## config.mk

```make
export PLATFORM = sky130hd
export DESIGN_NAME = dmem_arbiter
export DESIGN_NICKNAME = d
export VERILOG_FILES = /design/src/rtl/dmem_arbiter.sv
export SDC_FILE = /design/constraint.sdc
export NUM_CORES = 1
export LEC_CHECK = 0
export ABC_AREA = 1
export CAP_MARGIN = 30
export CORE_AREA = 2 2 119 121
export DETAILED_ROUTE_END_ITERATION = 16
export DIE_AREA = 0 0 121 123
export HOLD_SLACK_MARGIN = 0.03
export PLACE_DENSITY = 0.73
export SETUP_SLACK_MARGIN = 0.2
export SLEW_MARGIN = 10
export SYNTH_ARGS = -nofsm -noshare
export SYNTH_HDL_FRONTEND = slang
export SYNTH_SLANG_ARGS = --single-unit
```

## constraint.sdc

```tcl
create_clock -name clk -period 3 [get_ports clk]
set_clock_uncertainty 0.1 [all_clocks]
set_input_delay 0.6 -clock clk [delete_from_list [all_inputs] [get_ports clk]]
set_output_delay 0.6 -clock clk [all_outputs]
set_load 0.1 [all_outputs]
```

## src/rtl/dmem_arbiter.sv

```systemverilog
// Two-port data-memory arbiter: round-robin between the CPU (p0) and a loader (p1),
// with a p1 lock mode bounded by a p0 starvation limit. Responses are registered.
module dmem_arbiter #(
    parameter int DATA_WIDTH = 32,
    parameter int ADDR_WIDTH = 32,
    parameter int MAX_WAIT   = 8
) (
    input  logic                  clk,
    input  logic                  rst,
    input  logic                  p0_req,
    input  logic                  p0_we,
    input  logic [2:0]            p0_funct3,
    input  logic [ADDR_WIDTH-1:0] p0_addr,
    input  logic [DATA_WIDTH-1:0] p0_wdata,
    output logic                  p0_gnt,
    output logic                  p0_rvalid,
    output logic [DATA_WIDTH-1:0] p0_rdata,
    output logic                  p0_err,
    input  logic                  p1_req,
    input  logic                  p1_we,
    input  logic [2:0]            p1_funct3,
    input  logic [ADDR_WIDTH-1:0] p1_addr,
    input  logic [DATA_WIDTH-1:0] p1_wdata,
    input  logic                  p1_lock,
    output logic                  p1_gnt,
    output logic                  p1_rvalid,
    output logic [DATA_WIDTH-1:0] p1_rdata,
    output logic                  p1_err,
    output logic                  mem_wr_en,
    output logic [2:0]            mem_funct3,
    output logic [ADDR_WIDTH-1:0] mem_addr,
    output logic [DATA_WIDTH-1:0] mem_wr_data,
    input  logic [DATA_WIDTH-1:0] mem_rd_data
);

    // state    | meaning
    // ST_ARB   | round-robin between p0 and p1
    // ST_LOCK1 | p1 owns the memory; p0 waits up to MAX_WAIT cycles
    typedef enum logic {ST_ARB, ST_LOCK1} state_t;

    localparam int WAIT_W = $clog2(MAX_WAIT + 1);

    state_t                state_q, state_d;
    logic                  last_q, last_d;     // 1: p1 was granted last
    logic [WAIT_W-1:0]     wait_q, wait_d;
    logic                  p0_rvalid_q, p1_rvalid_q;
    logic [DATA_WIDTH-1:0] p0_rdata_q, p1_rdata_q;
    logic                  p0_err_q, p1_err_q;

    logic                  wait_full;
    logic                  sel_we;
    logic [2:0]            sel_f3;
    logic [ADDR_WIDTH-1:0] sel_addr;
    logic [DATA_WIDTH-1:0] sel_wdata;
    logic                  illegal;
    logic [DATA_WIDTH-1:0] resp_rdata;

    function automatic logic is_illegal(input logic [2:0] f3, input logic [1:0] a);
        case (f3)
            3'b000, 3'b100: is_illegal = 1'b0;
            3'b001, 3'b101: is_illegal = a[0];
            3'b010:         is_illegal = (a != 2'b00);
            default:        is_illegal = 1'b1;
        endcase
    endfunction

    assign wait_full = (wait_q == WAIT_W'(MAX_WAIT));

    always_ff @(posedge clk) begin
        if (rst) begin
            state_q     <= ST_ARB;
            last_q      <= 1'b1;
            wait_q      <= '0;
            p0_rvalid_q <= 1'b0;
            p1_rvalid_q <= 1'b0;
            p0_rdata_q  <= '0;
            p1_rdata_q  <= '0;
            p0_err_q    <= 1'b0;
            p1_err_q    <= 1'b0;
        end else begin
            state_q     <= state_d;
            last_q      <= last_d;
            wait_q      <= wait_d;
            p0_rvalid_q <= p0_gnt;
            p1_rvalid_q <= p1_gnt;
            if (p0_gnt) begin
                p0_rdata_q <= resp_rdata;
                p0_err_q   <= illegal;
            end
            if (p1_gnt) begin
                p1_rdata_q <= resp_rdata;
                p1_err_q   <= illegal;
            end
        end
    end

    always_comb begin
        state_d = state_q;
        last_d  = last_q;
        wait_d  = wait_q;
        if (p0_gnt) last_d = 1'b0;
        if (p1_gnt) last_d = 1'b1;
        case (state_q)
            ST_ARB: begin
                wait_d = '0;
                if (p1_gnt && p1_lock) state_d = ST_LOCK1;
            end
            ST_LOCK1: begin
                if (p1_gnt && p1_lock) begin
                    wait_d = p0_req ? wait_q + WAIT_W'(1) : '0;
                end else begin
                    state_d = ST_ARB;
                    wait_d  = '0;
                end
            end
            default: begin
                state_d = ST_ARB;
                wait_d  = '0;
            end
        endcase
    end

    // Grants are combinational and suppressed while reset is asserted.
    always_comb begin
        p0_gnt = 1'b0;
        p1_gnt = 1'b0;
        if (!rst) begin
            case (state_q)
                ST_ARB: begin
                    if (p0_req && p1_req) begin
                        p0_gnt = last_q;
                        p1_gnt = ~last_q;
                    end else begin
                        p0_gnt = p0_req;
                        p1_gnt = p1_req;
                    end
                end
                ST_LOCK1: begin
                    if (p0_req && wait_full) p0_gnt = 1'b1;
                    else if (p1_req)         p1_gnt = 1'b1;
                    else                     p0_gnt = p0_req;
                end
                default: ;
            endcase
        end
    end

    always_comb begin
        sel_we    = 1'b0;
        sel_f3    = 3'b010;
        sel_addr  = '0;
        sel_wdata = '0;
        if (p0_gnt) begin
            sel_we    = p0_we;
            sel_f3    = p0_funct3;
            sel_addr  = p0_addr;
            sel_wdata = p0_wdata;
        end else if (p1_gnt) begin
            sel_we    = p1_we;
            sel_f3    = p1_funct3;
            sel_addr  = p1_addr;
            sel_wdata = p1_wdata;
        end
        illegal     = is_illegal(sel_f3, sel_addr[1:0]);
        mem_wr_en   = sel_we & ~illegal;
        mem_funct3  = sel_f3;
        mem_addr    = sel_addr;
        mem_wr_data = sel_wdata;
        resp_rdata  = (sel_we || illegal) ? '0 : mem_rd_data;
    end

    assign p0_rvalid = p0_rvalid_q;
    assign p1_rvalid = p1_rvalid_q;
    assign p0_rdata  = p0_rdata_q;
    assign p1_rdata  = p1_rdata_q;
    assign p0_err    = p0_err_q;
    assign p1_err    = p1_err_q;

endmodule

```

==> results.json <==
{
  "rsz0062_at_grt": "no",
  "grt_max_degree": 33,
  "hold_path_end": "last_q",
  "cp_max_fo": 4,
  "grt_pass1_wl_um": 28100,
  "drc_errors": 0,
  "viasPerCell": 4.87,
  "vdd_drop_max_uv": 253,
  "critPathLaunchType": "register",
  "clk_pin_slew_worst_paths_ns": 0.05,
  "fin_crit_ns": 2.70,
  "first_pass_iters": 4,
  "grtUsageTotal": 0.254,
  "cap_violations": 0,
  "drt.antenna.violating_nets": 0,
  "antenna_found_initial": 6,
  "worstRegToRegCells": 17,
  "fill_cells": 1080,
  "dieArea_um2": 14900,
  "gp_congestion": 0.882,
  "drt_iter0_markers": 182,
  "core-area_um2": 13600,
  "min_path_type": "register to register",
  "drive_gt1_frac": 0.521,
  "crit_type": "register to output pin",
  "r2r_slack_ns": 0.71,
  "stdcell_count": 924,
  "final_core_util": 0.642,
  "first_global_vias": 4811,
  "io_buffers": 310,
  "max_freq_mhz": 371,
  "crit_required_ns": 2.30,
  "clk_path_buf_depth": 2,
  "area_delta_synth_final_pct": 117,
  "die_h_um": 123,
  "cts_tree": "built",
  "cts.sinks": 74,
  "cts_inserted_buffers": 9,
  "tightest_slew_ns": 0.368,
  "rows": 43,
  "avgSynthCellArea_um2": 10.0,
  "placed_cells": 891,
  "grt.overflow.total": 0,
  "dp_hpwl_um": 15200,
  "p_per_area_nw_per_um2": 504,
  "htreeDepth": 3,
  "synthCells": 403,
  "period_share": 0.900,
  "final_nets": 909,
  "cts_root_buffer": "clkbuf_16",
  "report.final.setup_viol": 0,
  "synth_nets": 578,
  "vias": 4498,
  "wl_per_cell_um": 20.8,
  "status": "complete, no violations",
  "hp-start": "last_q",
  "ctsHoldBuffers": 0,
  "start_util": 0.296,
  "hold_violations": 0,
  "leakagePower_uw": 0.00356,
  "insertion_delay_ns": 0.32,
  "ys_ff_latch": 74,
  "yosysSeqAreaShare": 0.368,
  "arrival_ns": 2.00,
  "slew_violations": 0,
  "synth_cell_types": 29,
  "rr_startpoint": "wait_q[1]",
  "totalPowerFinal_uw": 4400,
  "cp-end-kind": "output pin",
  "regToRegEndpoint": "p0_rdata[31]",
  "yosys_warnings": 0,
  "die_w_um": 121,
  "timing.slew.headroom": 0.755,
  "min_path_cells": 2,
  "wirelength_um": 19200,
  "synth_area_um2": 4030,
  "io_pins": 311
}
## critical path, stage by stage (launching register included)
cell and delay [ns]:
dfxtp_2 0.33, inv_1 0.04, ha_2 0.16, nand2_2 0.05, inv_2 0.04, nand2_4 0.09
nand2_4 0.06, nor2_4 0.16, buf_6 0.13, buf_4 0.09, nand2_2 0.04, nand2_2 0.09
clkinv_4 0.06, a21oi_4 0.13, buf_12 0.19
## timing repair
item	in CTS	in global routing
setup endpoints to repair	68	63
resized for setup	32	5
pin swaps	7	5
setup buffers	6	3
cloned	3	0
## registers in the layout, indices dropped and copies added, names as in the netlist
signal     count
p0_rvalid      1
state_q        1
p1_rdata      32
p1_rvalid      1
p0_err         1
last_q         1
p1_err         1
wait_q         4
p0_rdata      32
## power breakdown
group | switching [uW] | internal (uW) | total [uW] | leakage [uW]
Combinational | 1490 | 810 | 2300 | 0.00282
Clock | 379 | 628 | 1010 | 0.000136
Sequential | 37.6 | 1050 | 1090 | 0.000609
Total | 1910 | 2490 | 4400 | 0.00356
## layer usage
metal / up-vias / GRT usage / wire [um]
li1: 2138 / - / -
met1: 2153 / 0.271 / 6910
met2: 183 / 0.458 / 10100
met3: 22 / 0.106 / 1870
met4: 2 / 0.0763 / 284
met5: - / 0 / 13
## cell usage in the layout, fill, tap and decap left out, drive strengths merged
cell / count
nand4: 4
dlygate4sd2: 2
clkinv: 1
diode: 5
xor2: 1
nand3: 38
clkinvlp: 1
o21ai: 67
a22o: 62
clkdlybuf4s50: 169
nor2: 10
clkbuf: 16
nand2: 58
ha: 2
dfxtp: 74
inv: 13
buf: 185
xnor2: 1
a21oi: 35
## cell type report
cell class | instances | area (um^2) | share of cell area
timing repair buffer | 357 | 4180 | 0.478
multi-input combinational | 278 | 2480 | 0.284
sequential | 74 | 1480 | 0.170
clock buffer | 15 | 278 | 0.0318
tap | 180 | 225 | 0.0258
inverter | 14 | 65.1 | 0.00745
antenna | 5 | 12.5 | 0.00143
clock inverter | 1 | 7.51 | 0.000859
## metrics by stage
stage / area [um^2] / worst slack, ns / TNS [ns] / hold slack, ns
floorplan: 4130 / 0.0400 / 0 / 0.319
global placement: 8140 / -0.0565 / -0.955 / 0.333
detailed placement: 8140 / -0.0519 / -0.835 / 0.336
CTS: 8700 / 0.205 / 0 / 0.341
global route: 8730 / 0.200 / 0 / 0.378
finish: 8730 / 0.301 / 0 / 0.345
## cell families after synthesis
kind of cell	count (synthesis)	synth area share
and+or+nand+nor	110	0.233
buffers and inverters	51	0.0723
adders and majority gates	2	0.00621
DFF	74	0.368
AOI/OAI and AO/OA	164	0.316
xor gates and xnor gates	2	0.00435
## Yosys cell counts, drive strengths merged
| library cell | n | area, um^2 |
|---|---|---|
| clkbuf | 23 | 87.6 |
| nand3 | 38 | 573 |
| nand4 | 4 | 25.0 |
| a22o | 62 | 543 |
| nor2 | 10 | 47.5 |
| dfxtp | 74 | 1480 |
| clkinv | 1 | 5.00 |
| buf | 14 | 150 |
| inv | 13 | 48.8 |
| xor2 | 1 | 8.76 |
| o21ai | 67 | 448 |
| a21oi | 35 | 284 |
| nand2 | 58 | 294 |
| ha | 2 | 25.0 |
| xnor2 | 1 | 8.76 |
## worst max path at each step
| stage | start | endpoint | slack (ns) |
|---|---|---|---|
| 2_1_floorplan | p0_req | mem_addr[10] | 0.04 |
| 3_3_place_gp | p0_req | mem_wr_data[28] | -0.06 |
| 3_5_place_dp | p0_req | mem_wr_data[28] | -0.05 |
| 4_1_cts | wait_q[0] | mem_wr_en | 0.21 |
| 5_1_grt | wait_q[1] | mem_wr_en | 0.20 |
| 6_report | wait_q[1] | mem_wr_en | 0.30 |
No activity file was read; power rests on OpenSTA's default activity.
